==> config.mk <==
export PLATFORM = sky130hd
export DESIGN_NAME = sci_pcs_access_sequencer
export DESIGN_NICKNAME = d
export VERILOG_FILES = /design/src/rtl/sci_pcs_access_sequencer.sv
export SDC_FILE = /design/constraint.sdc
export NUM_CORES = 1
export LEC_CHECK = 0
export CAP_MARGIN = 20
export CORE_ASPECT_RATIO = 1.1
export CORE_UTILIZATION = 56
export DETAILED_ROUTE_END_ITERATION = 6
export PLACE_DENSITY = 0.84
export SLEW_MARGIN = 40
export SYNTH_ARGS = -nofsm -noshare
export SYNTH_HDL_FRONTEND = slang
export SYNTH_SLANG_ARGS = --single-unit
==> constraint.sdc <==
create_clock -name jtck -period 5.6 [get_ports jtck]
set_input_delay 0.84 -clock jtck [delete_from_list [all_inputs] [get_ports jtck]]
set_output_delay 0.84 -clock jtck [all_outputs]
set_load 0.05 [all_outputs]
==> src/rtl/sci_pcs_access_sequencer.sv <==
// Turns the JTAG SCI hub's flat command bus into timed strobes on one PCS quad SCI port.
// Requests are edge/address-change detected, decoded, queued in a one-deep slot and sequenced.
module sci_pcs_access_sequencer #(
    parameter logic [8:0] QUAD_ID   = 9'd0,
    parameter int         WR_PULSE  = 2,
    parameter int         RD_LAT    = 2,
    parameter logic [7:0] INV_RDATA = 8'hFF
) (
    input  logic        jtck,
    input  logic        rstn,
    input  logic [17:0] sciaddr,
    input  logic [7:0]  sciwdata,
    input  logic        sciwstn,
    input  logic        scird,
    output logic [7:0]  scirmxdata,
    output logic [5:0]  pcs_sciaddr,
    output logic [7:0]  pcs_sciwdata,
    output logic [3:0]  pcs_sciselch,
    output logic        pcs_sciselaux,
    output logic        pcs_sciwstn,
    output logic        pcs_scird,
    input  logic [7:0]  pcs_scirdata,
    output logic        busy,
    output logic        err_sel,
    output logic        err_ovf
);

    localparam logic [2:0] ST_IDLE  = 3'd0;
    localparam logic [2:0] ST_SETUP = 3'd1;
    localparam logic [2:0] ST_WSTB  = 3'd2;
    localparam logic [2:0] ST_RSTB  = 3'd3;
    localparam logic [2:0] ST_HOLD  = 3'd4;

    // Counters load N-1 so the strobe lasts exactly N cycles.
    localparam logic [3:0] WR_CNT_INIT = 4'(WR_PULSE - 1);
    localparam logic [3:0] RD_CNT_INIT = 4'(RD_LAT - 1);

    function automatic logic [3:0] sel_onehot(input logic [2:0] sel);
        logic [3:0] oh;
        case (sel)
            3'd0:    oh = 4'b0001;
            3'd1:    oh = 4'b0010;
            3'd2:    oh = 4'b0100;
            3'd3:    oh = 4'b1000;
            default: oh = 4'b0000;
        endcase
        return oh;
    endfunction

    function automatic logic sel_valid(input logic [2:0] sel);
        return (sel <= 3'd4);
    endfunction

    logic [2:0]  state_r;
    logic [3:0]  cnt_r;
    logic        wr_d_r;
    logic        rd_d_r;
    logic [17:0] last_rd_addr_r;
    logic [2:0]  cur_sel_r;
    logic        cur_wr_r;
    logic        pend_v_r;
    logic [8:0]  pend_addr_r;
    logic [7:0]  pend_wdata_r;
    logic        pend_wr_r;
    logic [7:0]  rmx_r;
    logic [5:0]  paddr_r;
    logic [7:0]  pwdata_r;
    logic [3:0]  selch_r;
    logic        selaux_r;
    logic        wstn_r;
    logic        rd_r;
    logic        busy_r;
    logic        err_sel_r;
    logic        err_ovf_r;

    logic        wr_ok_s;
    logic        rd_ok_s;
    logic        new_v_s;
    logic        idle_like_s;
    logic        launch_s;
    logic        launch_pend_s;
    logic        store_s;
    logic        drop_s;
    logic        collide_s;
    logic        rd_acc_s;
    logic        sel_err_s;
    logic [8:0]  l_addr_s;
    logic [7:0]  l_wdata_s;
    logic        l_wr_s;

    // Request detection, slot arbitration and launch source selection.
    always_comb begin
        wr_ok_s       = 1'b0;
        rd_ok_s       = 1'b0;
        if (sciaddr[17:9] == QUAD_ID) begin
            wr_ok_s = sciwstn & ~wr_d_r;
            rd_ok_s = scird & (~rd_d_r | (sciaddr != last_rd_addr_r));
        end else begin
            wr_ok_s = 1'b0;
            rd_ok_s = 1'b0;
        end
        new_v_s       = wr_ok_s | rd_ok_s;
        collide_s     = wr_ok_s & rd_ok_s;
        // HOLD behaves like IDLE for launching so back-to-back accesses have no gap.
        idle_like_s   = (state_r == ST_IDLE) | (state_r == ST_HOLD);
        launch_pend_s = idle_like_s & pend_v_r;
        launch_s      = idle_like_s & (pend_v_r | new_v_s);
        store_s       = new_v_s & ((~idle_like_s & ~pend_v_r) | (idle_like_s & pend_v_r));
        drop_s        = new_v_s & ~idle_like_s & pend_v_r;
        rd_acc_s      = rd_ok_s & ~wr_ok_s & ~drop_s;
        sel_err_s     = (state_r == ST_SETUP) & ~sel_valid(cur_sel_r);
        if (launch_pend_s) begin
            l_addr_s  = pend_addr_r;
            l_wdata_s = pend_wdata_r;
            l_wr_s    = pend_wr_r;
        end else begin
            l_addr_s  = sciaddr[8:0];
            l_wdata_s = sciwdata;
            l_wr_s    = wr_ok_s;
        end
    end

    // Edge-detect history and the address of the last accepted read.
    always_ff @(posedge jtck or negedge rstn) begin
        if (!rstn) begin
            wr_d_r         <= 1'b0;
            rd_d_r         <= 1'b0;
            last_rd_addr_r <= 18'd0;
        end else begin
            wr_d_r <= sciwstn;
            rd_d_r <= scird;
            if (rd_acc_s) begin
                last_rd_addr_r <= sciaddr;
            end
        end
    end

    // One-deep pending request slot.
    always_ff @(posedge jtck or negedge rstn) begin
        if (!rstn) begin
            pend_v_r     <= 1'b0;
            pend_addr_r  <= 9'd0;
            pend_wdata_r <= 8'd0;
            pend_wr_r    <= 1'b0;
        end else if (store_s) begin
            pend_v_r     <= 1'b1;
            pend_addr_r  <= sciaddr[8:0];
            pend_wdata_r <= sciwdata;
            pend_wr_r    <= wr_ok_s;
        end else if (launch_pend_s) begin
            pend_v_r <= 1'b0;
        end
    end

    // Sticky error flags and the busy indication.
    always_ff @(posedge jtck or negedge rstn) begin
        if (!rstn) begin
            err_sel_r <= 1'b0;
            err_ovf_r <= 1'b0;
            busy_r    <= 1'b0;
        end else begin
            err_sel_r <= err_sel_r | sel_err_s;
            err_ovf_r <= err_ovf_r | collide_s | drop_s;
            busy_r    <= (state_r != ST_IDLE) | pend_v_r | launch_s;
        end
    end

    // Access sequencer: drives the PCS address, select and strobes and captures read data.
    always_ff @(posedge jtck or negedge rstn) begin
        if (!rstn) begin
            state_r   <= ST_IDLE;
            cnt_r     <= 4'd0;
            cur_sel_r <= 3'd0;
            cur_wr_r  <= 1'b0;
            rmx_r     <= 8'h00;
            paddr_r   <= 6'd0;
            pwdata_r  <= 8'd0;
            selch_r   <= 4'd0;
            selaux_r  <= 1'b0;
            wstn_r    <= 1'b1;
            rd_r      <= 1'b0;
        end else begin
            case (state_r)
                ST_IDLE, ST_HOLD: begin
                    if (launch_s) begin
                        state_r   <= ST_SETUP;
                        paddr_r   <= l_addr_s[5:0];
                        pwdata_r  <= l_wdata_s;
                        selch_r   <= sel_onehot(l_addr_s[8:6]);
                        selaux_r  <= (l_addr_s[8:6] == 3'd4);
                        cur_sel_r <= l_addr_s[8:6];
                        cur_wr_r  <= l_wr_s;
                    end else begin
                        state_r  <= ST_IDLE;
                        selch_r  <= 4'd0;
                        selaux_r <= 1'b0;
                    end
                end
                ST_SETUP: begin
                    if (!sel_valid(cur_sel_r)) begin
                        state_r <= ST_HOLD;
                        if (!cur_wr_r) begin
                            rmx_r <= INV_RDATA;
                        end
                    end else if (cur_wr_r) begin
                        state_r <= ST_WSTB;
                        cnt_r   <= WR_CNT_INIT;
                        wstn_r  <= 1'b0;
                    end else begin
                        state_r <= ST_RSTB;
                        cnt_r   <= RD_CNT_INIT;
                        rd_r    <= 1'b1;
                    end
                end
                ST_WSTB: begin
                    if (cnt_r == 4'd0) begin
                        state_r <= ST_HOLD;
                        wstn_r  <= 1'b1;
                    end else begin
                        cnt_r <= cnt_r - 4'd1;
                    end
                end
                ST_RSTB: begin
                    if (cnt_r == 4'd0) begin
                        state_r <= ST_HOLD;
                        rd_r    <= 1'b0;
                        rmx_r   <= pcs_scirdata;
                    end else begin
                        cnt_r <= cnt_r - 4'd1;
                    end
                end
                default: begin
                    state_r  <= ST_IDLE;
                    wstn_r   <= 1'b1;
                    rd_r     <= 1'b0;
                    selch_r  <= 4'd0;
                    selaux_r <= 1'b0;
                end
            endcase
        end
    end

    assign scirmxdata    = rmx_r;
    assign pcs_sciaddr   = paddr_r;
    assign pcs_sciwdata  = pwdata_r;
    assign pcs_sciselch  = selch_r;
    assign pcs_sciselaux = selaux_r;
    assign pcs_sciwstn   = wstn_r;
    assign pcs_scird     = rd_r;
    assign busy          = busy_r;
    assign err_sel       = err_sel_r;
    assign err_ovf       = err_ovf_r;

endmodule

==> summary.txt, run 1 <==
Worst setup path
  • Worst path arrival time: 3.35 ns
  • RR Startpoint: last_rd_addr_r[2]
  • Setup Crit Path Kind: primary input to flip-flop
  • Required @ worst endpoint: just under 6 ns
  • Crit. End Element: flip-flop
  • Reg2reg setup slack: 3.24 ns
  • Startpoint type of the worst setup path: primary input
  • Crit path launch: sciaddr[14]
  • CP max FO: 18

Clock network
  • Clock-pin slew of the registers on the worst-case setup and hold paths: 0.08 ns
  • CTS tree: built
  • CTS sink cnt: just over 80
  • Cts hold-fix bufs: 0
  • H-Tree Level Count: 3
  • Post-CTS sizing: 0
  • Clk Tree Root Cell: clkbuf_8
  • Setup bufs post-CTS: 0
  • Total CTS buffers: 9
  • CTS max path bufs: 2
  • Skew-Pair Late Insertion Delay: 0.36 ns

Route
  • DR vias: between 2000 and 3000
  • Initial detailed-routing violation count: between 100 and 150
  • Wirelength per Cell: between 15 and 20 um
  • Antenna-violating nets left: 0
  • Vias per cell: 5.517
  • Final routed DRC violation total: 0
  • Final WL: ~7500 um
  • Drt pass-1 iters: 4

Placement
  • GPL Wtd Cong: approximately 0.82
  • Port Buf Inserts: between 60 and 70
  • Post-DP HPWL: a little over 5000 um
  • Placed Area: around 4600 um^2

Layout
  • Ant diodes: 0
  • Total Nets Final: ~430
  • Fraction of layout cells with a size suffix above 1: a little over a fifth
  • Syn-to-layout area delta: 23.63%
  • Final standard cell area without fillers: 4805 um^2
  • Fill cell count: ~450

GRT
  • Grt ovf: 0
  • Antenna violations before repair: 0
  • Gr usage total: approximately a quarter
  • Vias in the first global route: about 2700
  • Largest net degree at the start of global routing: between 80 and 90
  • First-pass GRT wire length: 12770 um

Worst hold path
  • Hold crit path type: flip-flop to flip-flop
  • Hold path startpoint: cur_wr_r

Logic synthesis
  • Async set or reset register ratio after synthesis: 100.0%
  • Mapped Cells: 315
  • Netlist cell types: 43
  • Yosys top cell by area: dfrtp_1
  • Yosys reg bits: approximately 80
  • Seq/Total Area, Yosys: between 50% and 60%
  • Dominant synthesized flop cell: dfrtp_1
  • Top cells by area, synth: dfrtp_1, mux2_2, mux2_4, xnor2_1, o21ai_0
  • Post-synth EDFFs: 0
  • Synth warnings: 0
  • Syn Nets: 355
  • Avg Inst Size Synth: about 12 um^2
  • Mapped cell area: between 3000 and 4000 um^2
  • Top-area cell type share of the netlist area: approximately 52%

Floorplanning
  • Num ports: 70
  • Die Ht: about 89 um
  • Initial core utilization: 58.59%
  • DIE WIDTH: roughly 81 um
  • Core region area: about 6600 um^2
  • FP Rows: 31
  • Die area: around 7300 um^2

Timing
  • Final worst path period need: about 3.1 ns
  • Fin crit share: a little under three fifths
  • RSZ-0062 raised after global routing: no
  • # setup viols final: 0
  • Worst-Margin Slew: 0.8132 ns
  • Worst slew margin: between 40% and 50%
  • Final slew viol count: 0
  • Layout Skew: 0.01217 ns
  • Final hold vios: 0
  • Fmax: about 0.32 GHz
  • Final TNS setup: 0 ns

Pwr
  • Peak supply drop: 337.2 uV
  • Lkg Pwr: between 2 and 2.5 nW
  • Pwr dens: about 410 nW/um^2

Flow run
  • Max Cap Violations: 0

Outcome
  • Status: finished, final reports clean
-- cell usage after synthesis, types with 2 or more instances --
| master | instances |
|---|---|
| mux2i_1 | 2 |
| mux2_2 | 35 |
| a22oi_1 | 2 |
| or3_1 | 2 |
| nor2b_1 | 9 |
| xnor2_1 | 15 |
| mux2_4 | 22 |
| and4b_1 | 2 |
| o21ai_0 | 20 |
| nand2_1 | 25 |
| o22ai_1 | 2 |
| nor2_1 | 22 |
| dfrtp_1 | 81 |
| xor2_1 | 5 |
| nand2b_1 | 7 |
| nor4b_1 | 2 |
| buf_6 | 4 |
| a21oi_1 | 4 |
| nor3_1 | 5 |
| o32ai_1 | 4 |
| nor3b_1 | 2 |
| ha_1 | 2 |
| clkbuf_1 | 6 |
| nand4_1 | 7 |
| inv_1 | 8 |
| nand3_1 | 3 |
-- stage by stage --
step / hold slack [ns] / std cells / worst slack (ns) / utilization (%) / total power [mW]
2_1_floorplan: 0.4057 / 315 / 2.878 / - / 1.316
3_3_place_gp: 0.4403 / 456 / 2.184 / 69.53 / 1.562
3_5_place_dp: 0.4466 / 456 / 2.114 / 69.63 / 1.582
4_1_cts: 0.4593 / 472 / 2.478 / 72.44 / 1.998
5_1_grt: 0.4750 / 472 / 2.364 / 72.44 / 2.085
6_report: 0.4540 / 472 / 2.484 / 72.44 / 1.987
-- worst paths after layout --
check / endpoint / cells past startpoint
worst max-delay path: last_rd_addr_r[4] / 6
worst min-delay path: pcs_sciwstn / 1
worst max register to register: last_rd_addr_r[4] / 6
worst min register to register: pcs_sciwstn / 1
max in group asynchronous: pcs_sciaddr[0] / 1
min in group asynchronous: pcs_sciselaux / 1
-- logic make-up after synthesis --
logic type,synth area share (%)
fa+ha+maj,0.6438
simple gates,12.65
compound gates,7.566
buf+inv,2.640
mux,19.16
flops,52.83
xor+xnor,4.507
-- report_power, final --
group	leakage, nW	switching (mW)	internal (mW)
Combinational	0.998	0.477	0.301
Clock	0.0893	0.215	0.205
Sequential	1.09	0.0763	0.712
-- sequential cells by signal, summed over array words and instances (netlist names), 3 cells and up --
name            count
cnt_r               4
cur_sel_r           3
last_rd_addr_r     18
pcs_sciaddr         6
pcs_sciselch        4
pcs_sciwdata        8
pend_addr_r         9
pend_wdata_r        8
scirmxdata          8
state_r             3
-- area by class of cell --
| type | instances | area, um^2 | area share (%) |
|---|---|---|---|
| Tap cell | 82 | 102.6 | 2.135 |
| Inverter | 8 | 30.03 | 0.6250 |
| Clock inverter | 5 | 55.05 | 1.146 |
| Clock buffer | 11 | 131.4 | 2.734 |
| Sequential cell | 82 | 2053 | 42.73 |
| Timing Repair Buffer | 70 | 699.4 | 14.56 |
| Multi-Input combinational cell | 214 | 1733 | 36.07 |
-- cells in the final DEF (no fill, tap or decap), types with 3 or more instances in the layout --
| cell | instances |
|---|---|
| a21oi_1 | 4 |
| clkbuf_8 | 9 |
| clkdlybuf4s50_1 | 68 |
| dfrtp_1 | 81 |
| inv_1 | 8 |
| mux2_2 | 35 |
| mux2_4 | 22 |
| nand2_1 | 25 |
| nand2b_1 | 7 |
| nand3_1 | 3 |
| nand4_1 | 7 |
| nor2_1 | 22 |
| nor2b_1 | 9 |
| nor3_1 | 5 |
| o21ai_0 | 20 |
| o32ai_1 | 4 |
| xnor2_1 | 15 |
| xor2_1 | 5 |
-- critical path: stages --
cell	delay, ns
clkdlybuf4s50_1	0.44
or4_4	0.56
nor3_4	0.20
nand3_1	0.16
a211oi_4	0.72
mux2_2	0.42
-- routing by layer --
| metal | GRT usage (%) | vias up | part of all wire (%) |
|---|---|---|---|
| li1 | - | 1243 | - |
| met1 | 28.31 | 1286 | 44 |
| met2 | 41.36 | 63 | 50 |
| met3 | 5.408 | 12 | 4.0 |
| met4 | 9.091 | 0 | 1.5 |
| met5 | 0 | - | 0 |
(Power assumes the default switching activity.)
==> run 2: changes to the inputs <==
Settings changed: CORE_UTILIZATION 56 to 47, PLACE_DENSITY 0.84 to 0.76.
Clock period 5.6 ns to 2.6 ns, I/O delays scaled along.
==> run 2 against run 1 <==
Flip-flop and latch count unchanged. Final cell count increased by 11%. Design area grew 6.9%. Sequential power rose by 120%. Setup slack got worse by 2.2 ns. Non-clock buffer count rose by 28. Critical path type unchanged.
==> summary.txt, run 2 (synthesized netlist as in run 1, its figures left out) <==
Clock network
  • CTS sink cnt: a little over 80
  • Skew-Pair Late Insertion Delay: around 0.35 ns
  • H-Tree Level Count: 3
  • CTS max path bufs: 2
  • Setup bufs post-CTS: 0
  • CTS tree: built
  • Post-CTS sizing: 0
  • Clk Tree Root Cell: clkbuf_8
  • Clock-pin slew of the registers on the worst-case setup and hold paths: 0.08 ns
  • Total CTS buffers: 9
  • Cts hold-fix bufs: 1

GRT
  • First-pass GRT wire length: 12850 um
  • Largest net degree at the start of global routing: 48
  • Vias in the first global route: between 2000 and 3000
  • Grt ovf: 0
  • Antenna violations before repair: 0
  • Gr usage total: about a fifth

Worst setup path
  • Startpoint type of the worst setup path: primary input
  • CP max FO: 18
  • Worst path arrival time: 2.59 ns
  • Worst Reg-to-Reg Cells: 6
  • Required @ worst endpoint: 2.84 ns
  • Crit. End Element: flip-flop
  • Setup Crit Path Kind: primary input to flip-flop

Placement
  • Inst Count DP: 509
  • Placed Area: 4885 um^2
  • Post-DP HPWL: between 5000 and 6000 um
  • GPL Wtd Cong: a little under 0.8
  • Port Buf Inserts: between 60 and 70

Timing
  • Worst-Margin Slew: around 0.7 ns
  • Final hold vios: 0
  • Worst hold slack: between 0.4 and 0.5 ns
  • Layout Skew: slightly below 0.009 ns
  • Fin crit share: 90.40%
  • Worst slew margin: a little over half
  • Fmax: around 0.43 GHz
  • Final slew viol count: 0
  • RSZ-0062 raised after global routing: no
  • # setup viols final: 0
  • Final worst path period need: around 2.4 ns

Layout
  • Max reg flops: 18
  • Fraction of layout cells with a size suffix above 1: a little over a quarter
  • Final cell count without fillers: 526
  • Final core utilization: ~65%
  • Register area: approximately 2100 um^2
  • Multi-input logic area: roughly 1700 um^2
  • Registers with the most flip-flops: last_rd_addr_r x18, pend_addr_r x9
  • Syn-to-layout area delta: 32.16%
  • Final standard cell area without fillers: just over 5000 um^2
  • Commonest non-fill, non-tap cell in the layout: dfrtp_1
  • Total Nets Final: 453
  • Fill cell count: around 640
  • Ant diodes: 0
  • Biggest register: last_rd_addr_r
  • Commonest non-fill, non-tap cells in the layout: dfrtp_1, clkdlybuf4s50_1, mux2_2

Route
  • Vias per cell: between 5 and 6
  • Final routed DRC violation total: 0
  • Antenna-violating nets left: 0
  • Wirelength per Cell: 14.37 um
  • Final WL: 7560 um
  • Drt pass-1 iters: 4
  • Initial detailed-routing violation count: 96
  • DR vias: between 2000 and 3000

Floorplanning
  • Die area: 8637 um^2
  • FP Rows: 34
  • Initial core utilization: 48.85%
  • Die Ht: just under 100 um
  • DIE WIDTH: between 80 and 90 um
  • Num ports: 70
  • Core region area: 7955 um^2

Worst hold path
  • Hold path depth: 1
  • Hold crit path type: flip-flop to flip-flop

Pwr
  • Switching Share: a little under two fifths
  • Clock power share: roughly 24%
  • Comb power frac: a little under two fifths
  • Internal: roughly 2.9 mW
  • Pwr dens: about 880 nW/um^2
  • Net switching power: roughly 1.7 mW
  • Reg power frac: between 30 and 40%
  • Lkg Pwr: around 2.4 nW
  • Peak supply drop: around 650 uV

Flow run
  • Max Cap Violations: 0

Outcome
  • Status: finished, final reports clean
-- run 2: cell count changes in the layout (fill, tap and decap cells not counted), sizes merged --
cell / delta
clkinvlp: -2
clkinv: +2
clkbuf: -2
dlygate4sd3: +1
bufinv: +2
buf: +27
-- run 2: routing by layer --
metal	track usage [%]	routed length (um)
met3	3.908	327
met1	23.51	3298
met2	32.49	3788
met5	0	0
met4	8.189	146
-- run 2: cell type report --
type | instances | share of cell area (%)
Sequential cell | 82 | 39.98
Multi-Input combinational cell | 214 | 33.69
Clock inverter | 7 | 2.290
Tap cell | 108 | 2.631
Inverter | 8 | 0.5847
Timing Repair Buffer | 98 | 18.42
Clock buffer | 9 | 2.412
-- run 2: final timing paths --
check | startpoint | endpoint | slack (ns)
min reg2reg | cur_wr_r | pcs_sciwstn | 0.47
max in group asynchronous | rstn | pcs_sciwstn | 1.39
min in group asynchronous | rstn | pcs_sciwdata[7] | 0.53
max | sciaddr[5] | pend_wdata_r[4] | 0.25
min | cur_wr_r | pcs_sciwstn | 0.47
max reg2reg | last_rd_addr_r[5] | pend_wdata_r[4] | 0.36
-- run 2: stage by stage --
step / total power [mW] / TNS, ns / setup WS, ns
after detailed placement: 3.450 / -4.296 / -0.1533
after floorplan: 2.834 / 0 / 0.2718
after global routing: 4.736 / 0 / 0.06352
after CTS: 4.562 / 0 / 0.2338
after global placement: 3.413 / -2.625 / -0.1195
final: 4.521 / 0 / 0.2497
-- run 2: critical path: stages --
cell             delay [ns]
clkdlybuf4s50_1        0.46
xnor2_1                0.26
nand4_1                0.12
nor2_1                 0.20
a31oi_4                0.15
o21ai_4                0.58
mux2_2                 0.41
-- run 2: power by group through the flow --
| stage | Clock, mW | Combinational (mW) | Sequential (mW) |
|---|---|---|---|
| finish | 1.10 | 1.71 | 1.70 |
| global route | 1.18 | 1.83 | 1.73 |
| CTS | 1.13 | 1.73 | 1.71 |
| detailed placement | 0 | 1.72 | 1.73 |
| global placement | 0 | 1.70 | 1.72 |
| floorplan | 0 | 0.514 | 2.32 |
==> variant (settings of run 2) <==
Put one more register stage on the output `err_ovf`, with the module's reset. The value now appears one clock later. The other outputs are not delayed to match.
--- a/src/rtl/sci_pcs_access_sequencer.sv
+++ b/src/rtl/sci_pcs_access_sequencer.sv
@@ -251,3 +251,9 @@
     assign err_sel       = err_sel_r;
-    assign err_ovf       = err_ovf_r;
+    always_ff @(posedge jtck or negedge rstn) begin
+        if (!rstn) begin
+            err_ovf <= '0;
+        end else begin
+            err_ovf <= err_ovf_r;
+        end
+    end
 
Function: changed (Yosys sat finds a counterexample within 4 cycles, from zero or initial values and one cycle with rstn low).
==> variant against run 2 <==
  * Sequential cell count rose by 1
  * Setup slack got worse by 0.053 ns
  * Critical path depth did not move
  * Register-to-register slack got worse by 0.05 ns
  * First-iteration DRC count rose by 24%
  * Synthesized area rose by 0.64%
  * Wire length rose by 3.3%
  * Clock skew fell by 0.0011 ns
  * Die area rose by 0.63%
  * Power fell by 1.6%
  * Final area fell by 0.24%
  * Count of clock-buffer cells in the layout rose by 1
==> variant: results (changes against run 2) <==
Met2 usage in global routing -> 32.9% (was 32.5%)
Class of the most critical hold timing path -> in -> async (was reg -> reg)
Endpoint arrival time on the critical path -> 2.64 ns (was 2.59 ns)
Detailed-placement wirelength estimate -> 5.58 mm (was 5.61 mm)
Maximum number of pins on one net before global-route repair -> 46 (was 48)
Metal-1 WL -> 3.47 mm (was 3.30 mm)
Synth Instances -> 316 (was 315)
Total cell area at the placement stage -> 4910 um^2 (was 4880 um^2)
Register area share after synthesis -> 53.1% (was 52.8%)
Via count -> 2718 (was 2712)
Area share of xor/xnor cells in the synthesized design -> 4.48% (was 4.51%)
Routability congestion estimate from global placement -> 0.805 (was 0.785)
Iter 0 DRT Violations -> 119 (was 96)
M3 GR Usage -> 2.80% (was 3.91%)
Post-synth ARST share -> 100% (unchanged)
Switching pwr -> 1.68 mW (was 1.67 mW)
Final-layout fill cell count -> 636 (was 635)
Reported leakage power -> 2.34 nW (was 2.37 nW)
Post-place setup slack -> -0.199 ns (was -0.153 ns)
WL met2 -> 3.97 mm (was 3.79 mm)
GR Util All Layers -> 19.7% (was 19.3%)
Synth Net Count -> 356 (was 355)
Outcome -> completed (unchanged)
Most common library cells after synthesis -> 82 x sky130_fd_sc_hd__dfrtp_1, 35 x sky130_fd_sc_hd__mux2_2, 25 x sky130_fd_sc_hd__nand2_1 (was 81 x sky130_fd_sc_hd__dfrtp_1, 35 x sky130_fd_sc_hd__mux2_2, 25 x sky130_fd_sc_hd__nand2_1)
Clock Power Share -> 22.7% (was 24.4%)
Average wire per cell in the routed design -> 14.9 um (was 14.4 um)
Switching Share -> 37.7% (was 36.9%)
Worst rel slew slack -> 53.1% (about the same)
Share of synthesized cell area in full adder, half adder and majority cells -> 0.640% (was 0.644%)
Number of global-route vias before repair -> 2822 (was 2906)
Final worst clock skew -> 0.00756 ns (was 0.00865 ns)
Fraction of final layout cells with drive strength greater than 1 -> 26.4% (was 27.0%)
Top Metal Used -> met4 (unchanged)
Leading cell types by total area after synthesis -> sky130_fd_sc_hd__dfrtp_1 52%, sky130_fd_sc_hd__mux2_2 10%, sky130_fd_sc_hd__mux2_4 8.4% (was sky130_fd_sc_hd__dfrtp_1 52%, sky130_fd_sc_hd__mux2_2 10%, sky130_fd_sc_hd__mux2_4 8.5%)
Final Routed Wirelength -> 7.81 mm (was 7.56 mm)
Nets@finish -> 451 (was 453)
Worst voltage drop across the vdd grid -> 0.575 mV (was 0.652 mV)
Mux cell area share after synthesis -> 19.0% (was 19.2%)
Global-route met1 utilization -> 25.4% (was 23.5%)
-- variant: worst paths after layout --
check,depth (start not counted),from,endpoint,slack (ns)
worst max-delay path,7,sciaddr[16],pend_wdata_r[6]$_DFFE_PN0P_,0.20
worst min-delay path,1,rstn,pcs_sciselch[0]$_DFFE_PN0N_,0.02
worst max register to register,6,last_rd_addr_r[16]$_DFFE_PN0P_,pend_wdata_r[6]$_DFFE_PN0P_,0.31
worst min register to register,0,err_ovf_r$_DFF_PN0_,err_ovf$_DFF_PN0_,0.40
max in group asynchronous,2,rstn,pend_addr_r[6]$_DFFE_PN0P_,1.96
min in group jtck,0,err_ovf_r$_DFF_PN0_,err_ovf$_DFF_PN0_,0.40
-- variant: layout make-up --
cell class / count / area, um^2 / share of cell area (%)
repair buffers: 95 / 933 / 18.2
well taps: 108 / 135 / 2.64
clock inverters: 6 / 88.8 / 1.73
multi-input cells: 214 / 1730 / 33.8
clock buffers: 10 / 128 / 2.49
flip-flops and latches: 83 / 2080 / 40.6
inverters: 8 / 30.0 / 0.586
